===== config.mk =====
export PLATFORM = sky130hd
export DESIGN_NAME = alu_serial_ctrl_flat
export DESIGN_NICKNAME = d
export VERILOG_FILES = /design/src/rtl/alu_pkg.sv /design/src/rtl/alu_serial_ctrl_if.sv /design/src/rtl/alu_top.sv /design/src/rtl/alu_serial_ctrl.sv /design/src/flat_wrapper.sv
export SDC_FILE = /design/constraint.sdc
export NUM_CORES = 1
export LEC_CHECK = 0
export CORE_MARGIN = 4
export CORE_UTILIZATION = 50
export CTS_CLUSTER_DIAMETER = 100
export DETAILED_ROUTE_END_ITERATION = 8
export MAX_ROUTING_LAYER = met4
export PLACE_DENSITY = 0.74
export SETUP_SLACK_MARGIN = 0.5
export SLEW_MARGIN = 5
export SYNTH_ARGS = -nofsm -noshare
export SYNTH_HDL_FRONTEND = slang
export SYNTH_SLANG_ARGS = --single-unit

===== constraint.sdc =====
create_clock -name clk_i -period 6.8 [get_ports clk_i]
set_input_delay 1.36 -clock clk_i [delete_from_list [all_inputs] [get_ports clk_i]]
set_output_delay 1.36 -clock clk_i [all_outputs]
set_load 0.01 [all_outputs]

===== src/rtl/alu_pkg.sv =====
// Shared encodings for the bit-serial ALU sequencer: control codes, slice
// operation selects and sequencer FSM states.
package alu_pkg;

    localparam logic [3:0] ALU_AND  = 4'b0000;
    localparam logic [3:0] ALU_OR   = 4'b0001;
    localparam logic [3:0] ALU_ADD  = 4'b0010;
    localparam logic [3:0] ALU_SUB  = 4'b0110;
    localparam logic [3:0] ALU_SLT  = 4'b0111;
    localparam logic [3:0] ALU_NOR  = 4'b1100;
    localparam logic [3:0] ALU_NAND = 4'b1101;

    typedef enum logic [1:0] {
        OP_AND  = 2'b00,
        OP_OR   = 2'b01,
        OP_ADD  = 2'b10,
        OP_LESS = 2'b11
    } alu_op_e;

    typedef enum logic [1:0] {
        IDLE    = 2'b00,
        RUN     = 2'b01,
        SLT_FIX = 2'b10,
        DONE    = 2'b11
    } state_e;

    typedef struct packed {
        logic    a_invert;
        logic    b_invert;
        alu_op_e operation;
    } alu_dec_t;

endpackage


===== src/rtl/alu_serial_ctrl_if.sv =====
// Request/result bundle between the operand registers, the serial ALU
// sequencer and writeback.
interface alu_serial_ctrl_if #(parameter int WIDTH = 32);

    logic             start_i;
    logic [WIDTH-1:0] src1_i;
    logic [WIDTH-1:0] src2_i;
    logic [3:0]       ctrl_i;
    logic             busy_o;
    logic             done_o;
    logic [WIDTH-1:0] result_o;
    logic             zero_o;
    logic             cout_o;
    logic             overflow_o;

    modport master (
        output start_i, src1_i, src2_i, ctrl_i,
        input  busy_o, done_o, result_o, zero_o, cout_o, overflow_o
    );

    modport slave (
        input  start_i, src1_i, src2_i, ctrl_i,
        output busy_o, done_o, result_o, zero_o, cout_o, overflow_o
    );

endinterface


===== src/rtl/alu_top.sv =====
// One-bit ALU slice: optional input inversion, then AND / OR / full-add sum /
// pass-through of the less input.
module alu_top
    import alu_pkg::*;
(
    input  logic    a,
    input  logic    b,
    input  logic    a_invert,
    input  logic    b_invert,
    input  logic    cin,
    input  logic    less,
    input  alu_op_e operation,
    output logic    result,
    output logic    cout
);

    logic a_eff;
    logic b_eff;

    always_comb begin
        a_eff = a ^ a_invert;
        b_eff = b ^ b_invert;
        cout  = (a_eff & b_eff) | (a_eff & cin) | (b_eff & cin);
        case (operation)
            OP_AND:  result = a_eff & b_eff;
            OP_OR:   result = a_eff | b_eff;
            OP_ADD:  result = a_eff ^ b_eff ^ cin;
            default: result = less;
        endcase
    end

endmodule


===== src/rtl/alu_serial_ctrl.sv =====
// Bit-serial ALU sequencer: walks one alu_top slice over the latched operands
// LSB first, rippling the carry through a flop, and publishes result/flags.
module alu_serial_ctrl
    import alu_pkg::*;
#(
    parameter int WIDTH = 32
) (
    input  logic               clk_i,
    input  logic               rst_i,
    alu_serial_ctrl_if.slave   bus
);

    localparam int              IDX_W    = $clog2(WIDTH);
    localparam logic [IDX_W-1:0] LAST_IDX = IDX_W'(WIDTH - 1);

    state_e           state_q;
    state_e           state_d;
    logic [IDX_W-1:0] idx_q;
    logic             carry_q;
    logic [WIDTH-1:0] a_q;
    logic [WIDTH-1:0] b_q;
    alu_dec_t         dec_q;
    logic             is_slt_q;
    logic [WIDTH-1:0] sr_q;
    logic             cin_msb_q;
    logic             cout_msb_q;
    logic             slice_res;
    logic             slice_cout;
    logic             accept;
    logic             arith;

    function automatic alu_dec_t decode(input logic [3:0] code);
        case (code)
            ALU_OR:   decode = '{1'b0, 1'b0, OP_OR};
            ALU_ADD:  decode = '{1'b0, 1'b0, OP_ADD};
            ALU_SUB:  decode = '{1'b0, 1'b1, OP_ADD};
            ALU_SLT:  decode = '{1'b0, 1'b1, OP_ADD};
            ALU_NOR:  decode = '{1'b1, 1'b1, OP_AND};
            ALU_NAND: decode = '{1'b1, 1'b1, OP_OR};
            default:  decode = '{1'b0, 1'b0, OP_AND};
        endcase
    endfunction

    alu_top u_slice (
        .a         (a_q[idx_q]),
        .b         (b_q[idx_q]),
        .a_invert  (dec_q.a_invert),
        .b_invert  (dec_q.b_invert),
        .cin       (carry_q),
        .less      (1'b0),
        .operation (dec_q.operation),
        .result    (slice_res),
        .cout      (slice_cout)
    );

    // The done_o cycle is spent in IDLE, so a start there must still be refused.
    assign accept = (state_q == IDLE) && bus.start_i && !bus.done_o;
    assign arith  = (dec_q.operation == OP_ADD);

    always_ff @(posedge clk_i or posedge rst_i) begin
        if (rst_i) state_q <= IDLE;
        else       state_q <= state_d;
    end

    always_comb begin
        state_d = state_q;
        case (state_q)
            IDLE:    if (accept) state_d = RUN;
            RUN:     if (idx_q == LAST_IDX) state_d = is_slt_q ? SLT_FIX : DONE;
            SLT_FIX: state_d = DONE;
            DONE:    state_d = IDLE;
            default: state_d = IDLE;
        endcase
    end

    always_ff @(posedge clk_i or posedge rst_i) begin
        if (rst_i) begin
            idx_q          <= '0;
            carry_q        <= 1'b0;
            a_q            <= '0;
            b_q            <= '0;
            dec_q          <= '{1'b0, 1'b0, OP_AND};
            is_slt_q       <= 1'b0;
            sr_q           <= '0;
            cin_msb_q      <= 1'b0;
            cout_msb_q     <= 1'b0;
            bus.busy_o     <= 1'b0;
            bus.done_o     <= 1'b0;
            bus.result_o   <= '0;
            bus.zero_o     <= 1'b1;
            bus.cout_o     <= 1'b0;
            bus.overflow_o <= 1'b0;
        end else begin
            bus.done_o <= 1'b0;
            if (bus.done_o) bus.busy_o <= 1'b0;
            case (state_q)
                IDLE: begin
                    if (accept) begin
                        a_q        <= bus.src1_i;
                        b_q        <= bus.src2_i;
                        dec_q      <= decode(bus.ctrl_i);
                        is_slt_q   <= (bus.ctrl_i == ALU_SLT);
                        carry_q    <= (bus.ctrl_i == ALU_SUB) || (bus.ctrl_i == ALU_SLT);
                        idx_q      <= '0;
                        bus.busy_o <= 1'b1;
                    end
                end
                RUN: begin
                    sr_q    <= {slice_res, sr_q[WIDTH-1:1]};
                    carry_q <= slice_cout;
                    if (idx_q == LAST_IDX) begin
                        idx_q      <= '0;
                        cin_msb_q  <= carry_q;
                        cout_msb_q <= slice_cout;
                    end else begin
                        idx_q <= idx_q + 1'b1;
                    end
                end
                SLT_FIX: begin
                    // Signed less-than: sign of a-b corrected by overflow.
                    sr_q <= {{(WIDTH-1){1'b0}}, sr_q[WIDTH-1] ^ (cin_msb_q ^ cout_msb_q)};
                end
                DONE: begin
                    bus.result_o   <= sr_q;
                    bus.zero_o     <= (sr_q == '0);
                    bus.cout_o     <= arith ? cout_msb_q : 1'b0;
                    bus.overflow_o <= arith ? (cin_msb_q ^ cout_msb_q) : 1'b0;
                    bus.done_o     <= 1'b1;
                end
                default: ;
            endcase
        end
    end

endmodule

===== src/flat_wrapper.sv =====
// flat-port wrapper written by rule: the top's interface ports become plain ports
module alu_serial_ctrl_flat import alu_pkg::*;
#(
    parameter int WIDTH = 32
)
  (clk_i, rst_i, bus_start_i, bus_src1_i, bus_src2_i, bus_ctrl_i, bus_busy_o, bus_done_o, bus_result_o, bus_zero_o, bus_cout_o, bus_overflow_o);
  alu_serial_ctrl_if #(.WIDTH(WIDTH)) bus_i ();
  input  logic clk_i;
  input  logic rst_i;
  input wire logic [$bits(bus_i.start_i)-1:0] bus_start_i;
  input wire logic [$bits(bus_i.src1_i)-1:0] bus_src1_i;
  input wire logic [$bits(bus_i.src2_i)-1:0] bus_src2_i;
  input wire logic [$bits(bus_i.ctrl_i)-1:0] bus_ctrl_i;
  output wire logic [$bits(bus_i.busy_o)-1:0] bus_busy_o;
  output wire logic [$bits(bus_i.done_o)-1:0] bus_done_o;
  output wire logic [$bits(bus_i.result_o)-1:0] bus_result_o;
  output wire logic [$bits(bus_i.zero_o)-1:0] bus_zero_o;
  output wire logic [$bits(bus_i.cout_o)-1:0] bus_cout_o;
  output wire logic [$bits(bus_i.overflow_o)-1:0] bus_overflow_o;
  assign bus_i.start_i = bus_start_i;
  assign bus_i.src1_i = bus_src1_i;
  assign bus_i.src2_i = bus_src2_i;
  assign bus_i.ctrl_i = bus_ctrl_i;
  assign bus_busy_o = bus_i.busy_o;
  assign bus_done_o = bus_i.done_o;
  assign bus_result_o = bus_i.result_o;
  assign bus_zero_o = bus_i.zero_o;
  assign bus_cout_o = bus_i.cout_o;
  assign bus_overflow_o = bus_i.overflow_o;
  alu_serial_ctrl #(.WIDTH(WIDTH)) u_core (.clk_i(clk_i), .rst_i(rst_i), .bus(bus_i));
endmodule

==> summary.md <==
| Metric | Value |
|---|---|
| F_max | roughly 0.30 GHz |
| CTS tree | built |
| Drt via density | between 5 and 6 |
| Number of global-route vias before repair | around 4,800 |
| Yosys reg bits | around 150 |
| Logic pwr share | 0.357 |
| Remaining DRCs | 0 |
| Period minus WS final | 3.39 ns |
| Crit path capture type | flop |
| Root Driver | clkbuf_16 |
| Syn Area/Cell | between 10 and 15 µm² |
| Largest net degree at the start of global routing | between 80 and 90 |
| Synth unique cells | between 40 and 50 |
| TritonRoute pass-1 iters | 4 |
| Flop pwr share | 0.396 |
| Htree depth | 4 |
| ANT cells | 0 |
| Status | finished clean |
| Fin. Hold Viols | 0 |
| Mapped Nets | just over 600 |
| Initial Util | 0.515 |
| Post-CTS setup repair buffer count | 0 |
| First-pass GRT wire length | 23,400 µm |
| Synth Cell Area | roughly 0.0066 mm² |
| Max_cap viols | 0 |
| Pleak | about 0.0036 µW |
| CTS clk-pin slew, worst paths | roughly 0.06 ns |
| Final #Nets | a little over 700 |
| Worst-margin pin slew | around 1.1 ns |
| Net switching power | 1190 µW |
| Global Route Usage Sum | 0.205 |
| Clk network pwr share | 0.247 |
| Slew Viols, Final | 0 |
| Top_reg_cell synth | dfrtp_1 |
| Placed inst area | roughly 0.0077 mm² |
| WL per Instance | about 17 µm |
| CTS Buffer Depth | 2 |
| Worst skew pair latency | between 0.4 and 0.5 ns |
| Peak supply drop | 0.240 mV |
| Grt ovf | 0 |
| Final critical-path share of the clock period | 0.498 |
| CTS buffer count | 17 |
| Clock sinks | between 100 and 150 |
| Clock Skew | approximately 0.0095 ns |
| P_int | 2400 µW |
| Critical path data arrival time | 3.71 ns |
| Largest fanout on the critical path | 35 |
| Die width | 123 µm |
| Final setup vio count | 0 |
| Detailed Place HPWL | approximately 9400 µm |
| Number of flops mapped to enable cells by yosys | 0 |
| Via count | between 4,000 and 5,000 |
| Worst slew margin | 0.297 |
| DIE AREA | approximately 0.015 mm² |
| Fin area | ~0.0083 mm² |
| FP Rows | 41 |
| IO Pins | between 100 and 150 |
| Initial antenna violation count | 0 |
| RSZ-0062 raised after global routing | false |
| Final wirelength | 13,800 µm |
| Die Ht | roughly 120 µm |
| Sw Ratio | 0.332 |
| CORE AREA | 0.0127 mm² |
| Sequential share of the synthesized area | 0.565 |
| IO buf count | roughly 110 |
| Ys Warns | 0 |
| Mapped Cells | ~540 |
| Antenna Nets Post-Route | 0 |
| CP Launch Type | flop |
| Post-synthesis async set-or-reset flop share | 1.00 |
| Worst Path Required | ~7.1 ns |
| Setup Total Neg Slack | 0 ns |
| Pwr per Cell Area | 433 mW/mm² |
| Layout cells sized above 1 | 0.200 |
| GPL Wtd Cong | 0.817 |
| Cts hold-fix bufs | 0 |
| Crit Path Class | flop to flop |
| Resized cells post-CTS | 0 |
| Hold Path Class | flop to flop |
| DR iter-0 viols | slightly above 300 |
| Syn-to-layout area delta | 26.7% |
layout by cell type (no fill, tap or decap), types with 3 or more instances in the layout:
cell,netlist,layout
nor2_1,6,6
clkbuf_16,0,17
ha_1,8,7
xnor2_1,3,3
dfrtp_1,147,146
clkbuf_1,22,9
a21oi_1,10,10
clkdlybuf4s50_1,0,107
xor2_1,3,3
nor4_1,6,6
nand3_1,5,5
nor2b_1,5,5
o22ai_1,31,31
o21ai_0,13,13
nand4_1,4,4
nand2b_1,4,4
mux2i_1,35,35
inv_1,39,38
buf_4,2,4
a22oi_1,13,13
nand2_1,52,52
mux2_2,96,96
cell type report:
| class | count | area (µm²) |
|---|---|---|
| clock buffers | 28 | 487 |
| well taps | 172 | 215 |
| flip-flops and latches | 148 | 3710 |
| fillers | 1041 | 4420 |
| repair buffers | 112 | 1120 |
| multi-input cells | 319 | 2560 |
| inverters | 39 | 151 |
| clock inverters | 4 | 72.6 |
kinds of logic (layout without fill, tap and decap cells):
family,count (synthesis),count (layout),share of synthesized area
XOR/XNOR,6,6,0.00802
buffers and inverters,70,183,0.0450
AND/OR/NAND/NOR,92,92,0.0668
flip-flops,148,148,0.565
multiplexers,131,131,0.218
adder cells (fa/ha/maj),8,8,0.0153
AO/OA/AOI/OAI,82,82,0.0815
power by group through the flow:
stage | clock network (µW) | registers, µW | logic [µW]
after floorplan | 0 | 1360 | 1000
after global placement | 0 | 1410 | 1240
after detailed placement | 0 | 1430 | 1290
after CTS | 907 | 1420 | 1300
after global routing | 947 | 1470 | 1430
final | 889 | 1420 | 1280
final timing paths:
check / from / endpoint / slack (ns) / cells past startpoint
min in group asynchronous: rst_i / u_core.bus.result_o[29]$_DFFE_PP0P_ / 1.48 / 2
max in group asynchronous: rst_i / u_core.idx_q[1]$_DFFE_PP0P_ / 4.03 / 3
hold / removal: u_core.bus.zero_o$_DFFE_PP1P_ / u_core.bus.zero_o$_DFFE_PP1P_ / 0.49 / 2
setup reg to reg: u_core.idx_q[1]$_DFFE_PP0P_ / u_core.sr_q[31]$_DFFE_PP0P_ / 3.41 / 12
hold reg to reg: u_core.bus.zero_o$_DFFE_PP1P_ / u_core.bus.zero_o$_DFFE_PP1P_ / 0.49 / 2
setup / recovery: u_core.idx_q[1]$_DFFE_PP0P_ / u_core.sr_q[31]$_DFFE_PP0P_ / 3.41 / 12
worst max-delay path, cell delays in order (launching register included):
cell	delay [ns]
dfrtp_2	1.02
mux2i_1	0.17
a22oi_1	0.25
a21oi_1	0.13
nor4_2	0.36
xor2_1	0.30
ha_1	0.30
xnor2_1	0.14
nand2_1	0.06
o21ai_0	0.08
o31ai_1	0.19
o21ai_0	0.14
o41ai_2	0.09
cells in the mapped netlist (5+ instances only):
cell type / number / area, µm²
nor2b_1: 5 / 31.3
inv_1: 39 / 146
o21ai_0: 13 / 65.1
dfrtp_1: 147 / 3680
nand2_1: 52 / 195
nor4_1: 6 / 37.5
mux2_2: 96 / 1080
clkbuf_1: 22 / 82.6
a21oi_1: 10 / 50.1
nand3_1: 5 / 25.0
a22oi_1: 13 / 97.6
nor2_1: 6 / 22.5
mux2i_1: 35 / 350
o22ai_1: 31 / 194
ha_1: 8 / 100
per-stage QoR:
stage	util	hold WS, ns	power, µW	instances	worst slack [ns]
6_report	0.653	0.490	3600	822	3.41
5_1_grt	0.653	0.510	3840	822	3.12
4_1_cts	0.652	0.504	3630	821	3.36
3_5_place_dp	0.608	0.484	2720	789	2.94
3_3_place_gp	0.608	0.465	2650	789	3.00
2_1_floorplan	-	0.464	2360	537	1.46
metal layers:
metal  wire length [µm]  share of wire  GRT usage  up-vias
met4                200          0.014     0.0721        0
li1                   -              -          -     2091
met5                  0              0          -        -
met3                816          0.059     0.0525       19
met2               7080           0.51      0.338      117
met1               5710           0.41      0.247     2189
flip-flops by register name, summed over array words and instances (netlist names), 2 cells and up:
register,flops
u_core.bus.result_o,32
u_core.sr_q,32
u_core.idx_q,5
u_core.dec_q,4
u_core.state_q,2
u_core.b_q,32
u_core.a_q,32
Note: power is estimated with default switching activity, not from simulation.
